File: src/rtl/loader_pkg.sv
// Shared types and sizes for the byte-stream instruction loader.
package loader_pkg;

    localparam int unsigned BYTE_BITS      = 8;
    localparam int unsigned WORD_BITS      = 32;
    localparam int unsigned BYTES_PER_WORD = WORD_BITS / BYTE_BITS;
    localparam int unsigned BYTE_IDX_BITS  = $clog2(BYTES_PER_WORD);

    typedef enum logic [2:0] {
        IDLE,
        RECV,
        WRITE,
        DONE,
        ERROR
    } loader_state_t;

endpackage

File: src/rtl/word_assembler.sv
// Little-endian byte-to-word assembly: byte index counter plus word register.
module word_assembler
    import loader_pkg::*;
(
    input  logic                     clk,
    input  logic                     reset,
    input  logic                     clear,
    input  logic                     load,
    input  logic [BYTE_BITS-1:0]     in_byte,
    output logic [BYTE_IDX_BITS-1:0] byte_idx,
    output logic [WORD_BITS-1:0]     word
);

    // Index wraps naturally after the last byte of a word.
    always_ff @(posedge clk) begin
        if (reset) begin
            byte_idx <= '0;
            word     <= '0;
        end else if (clear) begin
            byte_idx <= '0;
        end else if (load) begin
            word[byte_idx*BYTE_BITS +: BYTE_BITS] <= in_byte;
            byte_idx                              <= byte_idx + BYTE_IDX_BITS'(1);
        end
    end

endmodule

File: src/rtl/instruction_loader.sv
// Loads a program into instruction memory from a byte stream, one write per
// assembled 32-bit word, holding the CPU stalled while the load is active.
module instruction_loader
    import loader_pkg::*;
#(
    parameter int unsigned I_ADDR_BITS      = 6,
    parameter int unsigned INSTRUCTION_SIZE = WORD_BITS
) (
    input  logic                        clk,
    input  logic                        reset,
    input  logic                        start,
    input  logic                        in_valid,
    input  logic [BYTE_BITS-1:0]        in_byte,
    input  logic                        in_last,
    output logic                        in_ready,
    output logic                        mem_we,
    output logic [I_ADDR_BITS-1:0]      mem_addr,
    output logic [INSTRUCTION_SIZE-1:0] mem_wdata,
    output logic                        cpu_hold,
    output logic                        done,
    output logic                        error,
    output logic [I_ADDR_BITS:0]        word_count
);

    localparam int unsigned CNT_BITS = I_ADDR_BITS + 1;
    localparam logic [CNT_BITS-1:0] CAPACITY = {1'b1, {I_ADDR_BITS{1'b0}}};
    localparam logic [BYTE_IDX_BITS-1:0] LAST_IDX = BYTE_IDX_BITS'(BYTES_PER_WORD - 1);

    loader_state_t            state;
    logic                     last_q;
    logic                     accept;
    logic                     restart;
    logic [BYTE_IDX_BITS-1:0] byte_idx;

    assign accept  = in_valid && in_ready;
    assign restart = start && (state == IDLE || state == ERROR);

    word_assembler u_word_assembler (
        .clk      (clk),
        .reset    (reset),
        .clear    (restart),
        .load     (accept),
        .in_byte  (in_byte),
        .byte_idx (byte_idx),
        .word     (mem_wdata)
    );

    // mem_addr doubles as the running write address; it is only looked at during WRITE.
    always_ff @(posedge clk) begin
        if (reset) begin
            state      <= IDLE;
            last_q     <= 1'b0;
            in_ready   <= 1'b0;
            mem_we     <= 1'b0;
            mem_addr   <= '0;
            cpu_hold   <= 1'b0;
            done       <= 1'b0;
            error      <= 1'b0;
            word_count <= '0;
        end else begin
            mem_we <= 1'b0;
            done   <= 1'b0;
            if (restart) begin
                state      <= RECV;
                in_ready   <= 1'b1;
                cpu_hold   <= 1'b1;
                error      <= 1'b0;
                mem_addr   <= '0;
                word_count <= '0;
            end else begin
                unique case (state)
                    IDLE: begin
                    end
                    RECV: begin
                        if (accept) begin
                            // Overflow and truncated words both abort without writing.
                            if ((byte_idx == '0 && word_count == CAPACITY) ||
                                (byte_idx != LAST_IDX && in_last)) begin
                                state    <= ERROR;
                                in_ready <= 1'b0;
                                error    <= 1'b1;
                            end else if (byte_idx == LAST_IDX) begin
                                state    <= WRITE;
                                in_ready <= 1'b0;
                                mem_we   <= 1'b1;
                                last_q   <= in_last;
                            end
                        end
                    end
                    WRITE: begin
                        mem_addr   <= mem_addr + I_ADDR_BITS'(1);
                        word_count <= word_count + CNT_BITS'(1);
                        if (last_q) begin
                            state <= DONE;
                            done  <= 1'b1;
                        end else begin
                            state    <= RECV;
                            in_ready <= 1'b1;
                        end
                    end
                    DONE: begin
                        state    <= IDLE;
                        cpu_hold <= 1'b0;
                    end
                    ERROR: begin
                    end
                    default: begin
                        state    <= IDLE;
                        in_ready <= 1'b0;
                        cpu_hold <= 1'b0;
                    end
                endcase
            end
        end
    end

endmodule

File: config.mk
export PLATFORM = sky130hd
export DESIGN_NAME = instruction_loader
export DESIGN_NICKNAME = d
export VERILOG_FILES = /design/src/rtl/loader_pkg.sv /design/src/rtl/word_assembler.sv /design/src/rtl/instruction_loader.sv
export SDC_FILE = /design/constraint.sdc
export NUM_CORES = 1
export LEC_CHECK = 0
export BUFFER_PORTS_ARGS = -buffer_cell sky130_fd_sc_hd__buf_2
export CORE_ASPECT_RATIO = 1.25
export CORE_UTILIZATION = 35
export DETAILED_ROUTE_END_ITERATION = 10
export PLACE_DENSITY_LB_ADDON = 0.2
export RECOVER_POWER = 25
export SETUP_SLACK_MARGIN = 0.02
export SYNTH_ARGS = -nofsm -noshare
export SYNTH_HDL_FRONTEND = slang
export SYNTH_SLANG_ARGS = --single-unit
File: constraint.sdc
create_clock -name clk -period 2.3 [get_ports clk]
set_clock_uncertainty 0.1 [all_clocks]
set_input_delay 0 -clock clk [delete_from_list [all_inputs] [get_ports clk]]
set_output_delay 0 -clock clk [all_outputs]
set_load 0.005 [all_outputs]
Yosys cells after proc, flatten, opt, wreduce, memory -nomap -nowiden
Index checks and enable logic that the tools add are counted.
{"block": "word_totals", "ff_bits": 56, "inputBits": 13, "latchBits": 0, "mem_count": 0, "elab_cells": 76, "mem_bits_ro": 0, "ramBits": 0, "output_inout_bits": 50}
{"block": "op_classes", "shifts": 2, "div": 0, "addsub": 4, "magnitude_cmp": 0, "n_eq_ne": 15, "bitwise_logic": 6, "mul": 0, "mux": 17, "n_reduce_logical": 20}
{"op": "negation 5 -> 34 bit", "count": 1}
{"op": "variable shift 8 x 34 -> 32 bit, first input constant", "count": 1}
{"op": "variable part select 8 x 34 -> 32 bit", "count": 1}
{"op": "bitwise mux 32 bit", "count": 1}
{"op": "2-to-1 mux 1 bit", "count": 10}
{"op": "2-to-1 mux 3 bit", "count": 3}
{"op": "inequality test 3 bit, second input constant", "count": 3}
{"op": "case mux 3 bit (3 select lines)", "count": 1}
{"op": "AND reduction 3 bit", "count": 3}
{"op": "adder 7 x 1 -> 7 bit, second input constant", "count": 1}
{"op": "== test 7 bit, second input constant", "count": 1}
{"op": "adder 6 x 1 -> 6 bit, second input constant", "count": 1}
{"op": "== test 3 x 2 -> 1 bit, second input constant", "count": 2}
{"op": "inequality test 2 x 1 -> 1 bit, second input constant", "count": 3}
{"op": "inverter 1 bit", "count": 6}
{"op": "OR reduction 3 bit", "count": 2}
{"op": "AND reduction 5 bit", "count": 1}
{"op": "OR reduction 5 bit", "count": 1}
{"op": "logical AND 1 bit", "count": 4}
{"op": "inequality test 2 bit, second input constant", "count": 2}
{"op": "inequality test 4 bit, second input constant", "count": 1}
{"op": "AND reduction 4 bit", "count": 1}
{"op": "OR reduction 2 bit", "count": 2}
{"op": "OR reduction 4 bit", "count": 1}
{"op": "10 further kinds", "count": 11}

Logic depth before layout (Yosys ltp)
{"block": "depth", "depth_word": 7, "depth_mapped": 7, "mapped_depth_nobuf": 6}

Modules after synthesis
A second synthesis with hierarchy kept.
{"block": "unflattened", "hier_cells": 211, "hier_area_um2": 2301.0}
{"module": "word_assembler", "cells_each": 100, "n_inst": 1, "area_per_inst_um2": 1291.2}
{"module": "instruction_loader", "cells_each": 111, "n_inst": 1, "area_per_inst_um2": 1009.7}

Least setup slack after synthesis
OpenSTA, ideal clock, no wires.
{"block": "synth_timing", "path_type": "flip-flop to flip-flop", "start": "register u_word_assembler.byte_idx[0]", "end": "register u_word_assembler.word[16]", "slack_ps": 395, "t_arrival_ps": 1734, "t_required_ps": 2130, "stages_incl_launch_ff": 6, "synth_period_minus_slack_ps": 1905, "path_cell_list": "dfxtp_1 inv_1 ha_1 nor3b_1 nand3_1 a21oi_1"}
{"block": "synth_via", "elab_chain_len": 3}
{"element": "start, declared", "line": "word_assembler.sv:10", "rtl": "output logic [BYTE_IDX_BITS-1:0] byte_idx,"}
{"element": "start signal, assigned", "line": "word_assembler.sv:23", "rtl": "byte_idx <= byte_idx + BYTE_IDX_BITS'(1);"}
{"element": "negation 5 -> 34 bit *", "line": "word_assembler.sv:22", "rtl": "word[byte_idx*BYTE_BITS +: BYTE_BITS] <= in_byte;"}
{"element": "variable part select 8 x 34 -> 32 bit / variable shift 8 x 34 -> 32 bit (equally long branches)", "line": "word_assembler.sv:22"}
{"element": "bitwise mux 32 bit *", "line": "word_assembler.sv:22"}
{"element": "end signal, assigned by index", "line": "word_assembler.sv:22"}
{"element": "end, declared", "line": "word_assembler.sv:11", "rtl": "output logic [WORD_BITS-1:0] word"}
Mark *: on every way between the ends. The rest lies on a longest branch, timed or not.
A chain may end at the register's enable or synchronous reset.

Final worst setup path
{"block": "layout_timing", "start": "register u_word_assembler.byte_idx[0]", "end": "register in_ready"}
{"block": "layout_via", "elab_chain_len": 7}
{"element": "inequality test 2 bit / zero test 2 bit (equally long branches)", "line": "instruction_loader.sv:78, instruction_loader.sv:77"}
{"element": "logical AND 1 bit, on equally long branches", "line": "instruction_loader.sv:78, instruction_loader.sv:77"}
{"element": "logical OR 1 bit", "line": "instruction_loader.sv:77", "rtl": "if ((byte_idx == '0 && word_count == CAPACITY) ||"}
{"element": "2-to-1 mux 1 bit", "line": "instruction_loader.sv:77"}
{"element": "2-to-1 mux 1 bit", "line": "instruction_loader.sv:75", "rtl": "if (accept) begin"}
{"element": "case mux 1 bit (3 select lines)", "line": "instruction_loader.sv:71", "rtl": "unique case (state)"}
{"element": "2-to-1 mux 1 bit", "line": "instruction_loader.sv:63", "rtl": "if (restart) begin"}
{"element": "end signal, assigned", "line": "instruction_loader.sv:65", "rtl": "in_ready <= 1'b1;"}
{"element": "end signal, assigned", "line": "instruction_loader.sv:80", "rtl": "in_ready <= 1'b0;"}
{"element": "end signal, assigned", "line": "instruction_loader.sv:84", "rtl": "in_ready <= 1'b0;"}
{"element": "end, declared", "line": "instruction_loader.sv:15", "rtl": "output logic in_ready,"}
Several ways; a longest one is shown, not always the timed one. The select of a mux whose other input is x is not followed.

==> results.ini <==
[pwr]
pwr-share-comb_pct = 8.3
p_per_area_mw_per_mm2 = 557.8
p_leak_nw = 1.178
p_switching_uw = 413.6
seqPwrFrac_pct = 59.6
pwr-share-clk_pct = 32.1
vdd_drop_max_v = 0.0002760
intPower_mw = 1.249
p_sw_share_pct = 24.87
p_total_mw = 1.663

[place]
hpwl_um = 4070
routabilityCongestion = 0.7601
io_buffers = 62
place_ws_ps = 310.2

[clocking]
cts_tree = yes
cts_resized = 0
clk_pin_slew_ps = 100
clock_sinks = 56
root_buffer = clkbuf_8
cts_buffer_depth = 2
clock_latency_ps = 310
ctsHtreeMaxLevel = 2
cts_inserted_buffers = 5

[global_routing]
grt_max_degree = 22
antenna_found_initial = 0
gr-total-overflow = 0
grt_pass1_wl_um = 9190
grt.met1_usage_pct = 18.87
track_usage_pct = 15.87
use_met2_pct = 28.57
grt.busiest_layer = met2
grt_use_met3_pct = 3.062
grt_pass1_vias = 1974

[synthesis]
yosys.area.top_type = dfxtp_1
netlist_top_cells_area = dfxtp_1 46%, a21oi_1 8.4%, nand3_1 6.7%
syn_inst = 282
avgSynthCellArea_um2 = 8.683
synth_top_area_share_pct = 45.78
synth_warnings = 0
async_flop_share_pct = 0
synth_nets = 304
synth_edf_count = 0
synth-main-ff-cell = dfxtp_1
netlist_top_cells_count = 56 x dfxtp_1, 41 x a21oi_1, 41 x nand2_1
ys_types = 34
yosysMostFrequentCell = dfxtp_1
synth_area_mm2 = 0.002449
ys_seq_area_share_pct = 45.78
ys_ff_latch = 56

[min_path]
hold-path-cell-count = 2
hold_path.class = flip-flop to flip-flop

[sta]
final-setup-viol-count = 0
slew_viol_final = 0
fin_setup_tns_ps = 0
relSlewSlack_pct = 65.54
worst_slew_pin_slew_ps = 516.9
hold_viol_final = 0
min_period_over_period_pct = 85.67
fmax_mhz = 507.5
fin_ws_ps = 329.6
period_minus_slack_ps = 1970
rsz0062_at_grt = false

[layout]
fin_nets = 374
drive_gt1_share_pct = 22.10
syn_to_final_growth_pct = 21.77
antenna_cells = 0

[route]
num_vias = 2131
drt_iter0_drc = 79
antenna_left = 0
viasPerCell = 4.843
wl_per_cell_um = 12.84
wirelength_um = 5649
drtPass1Iterations = 4
drc = 0

[floorplanning]
core_mm2 = 0.006648
dieWidth_um = 76.81
dieArea_mm2 = 0.007337
initial_core_util_pct = 36.83
rows = 33
io_pins = 63
die_h_um = 95.52

[critical_path]
start_kind = flip-flop
crit_arrival_ps = 2090
rrSetupSlack_ps = 330
cp_max_fo = 7
worstPathRequired_ps = 2420
endpoint_kind = flip-flop
path_class = flip-flop to flip-flop
reg2reg_depth = 6

[flow_run]
maxCapViolations = 0

[status]
outcome = finished clean

[worst max-delay path: stages, from the launching register on]
cell	delay [ps]
dfxtp_1	390
inv_1	180
ha_1	310
nand4b_1	180
o211ai_1	330
o211ai_1	140
a221oi_1	250
[cell families (layout without fill, tap and decap cells)]
family          after synthesis  count (layout)  synth area share (%)
simple gates                127             127                 27.08
flops                        56              56                 45.78
compound gates               53              53                 11.75
buf+inv                      24              95                 6.081
xor+xnor                     12              12                 4.293
fa+ha+maj                     9               9                 4.599
mux                           1               1                0.4088
[timing repair]
item,in CTS,in global routing
hold endpoints to repair,37,0
setup buffers,0,0
hold buffers,12,0
[final timing paths]
check / startpoint / end
setup / recovery: u_word_assembler.byte_idx[0] / in_ready
hold / removal: u_word_assembler.word[7] / u_word_assembler.word[7]
setup reg to reg: u_word_assembler.byte_idx[0] / in_ready
hold reg to reg: u_word_assembler.word[7] / u_word_assembler.word[7]
[per-stage QoR]
step | cell area, µm² | hold slack, ps | util [%] | std cells
CTS | 2994 | 355.3 | 45.04 | 440
floorplan | 2449 | 51.88 | - | 282
global route | 2982 | 373.0 | 44.85 | 440
finish | 2982 | 353.3 | 44.85 | 440
detailed placement | 2786 | 215.5 | 41.92 | 420
global placement | 2786 | 214.7 | 41.92 | 420
[flip-flops by register name, indices dropped and copies added (netlist names)]
| name | flops |
|---|---|
| error | 1 |
| in_ready | 1 |
| mem_addr | 6 |
| u_word_assembler.word | 32 |
| word_count | 7 |
| cpu_hold | 1 |
| done | 1 |
| u_word_assembler.byte_idx | 2 |
| mem_we | 1 |
| state | 3 |
| last_q | 1 |
[power groups by stage]
stage,clock (mW),combinational (mW),sequential [mW]
detailed placement,0,0.124,1.01
finish,0.533,0.138,0.992
floorplan,0,0.0806,1.01
global route,0.593,0.152,0.994
global placement,0,0.124,1.01
CTS,0.555,0.140,0.992
[cell type report]
class	instances	area, µm²
clock inverters	3	18.77
well taps	87	108.9
repair buffers	79	455.4
clock buffers	5	68.82
flip-flops and latches	56	1121
multi-input cells	202	1179
fillers	704	3666
inverters	8	30.03
[layout by cell type (no fill, tap or decap)]
| cell | n |
|---|---|
| o21ai_0 | 3 |
| a221oi_1 | 1 |
| inv_1 | 8 |
| clkbuf_8 | 5 |
| a31oi_1 | 1 |
| nand2_1 | 41 |
| or3_1 | 1 |
| nor2_1 | 22 |
| nand4_1 | 4 |
| buf_2 | 52 |
| nor3_2 | 1 |
| clkinv_4 | 1 |
| a21oi_1 | 41 |
| xnor2_1 | 3 |
| o211ai_1 | 4 |
| mux2i_1 | 1 |
| or3_4 | 1 |
| nand3_1 | 33 |
| nand2b_1 | 2 |
| clkinv_2 | 2 |
| dlygate4sd3_1 | 12 |
| nor3_1 | 2 |
| nor3b_2 | 3 |
| and3_4 | 4 |
| xor2_1 | 9 |
| ha_1 | 9 |
| a211oi_1 | 2 |
| and2_1 | 3 |
| dfxtp_1 | 56 |
| buf_4 | 5 |
| nand3_2 | 4 |
| clkbuf_1 | 10 |
| and3_1 | 2 |
| nand4b_1 | 1 |
| a21o_1 | 1 |
| nor3b_1 | 2 |
| or3b_1 | 1 |
[routing by layer]
layer  up-vias  share of wire, %
met5         -                 0
met4         0               1.2
met3         7               4.7
met2        63                49
met1       962                45
li1       1099                 -
Power figures use the tool's default switching activity.
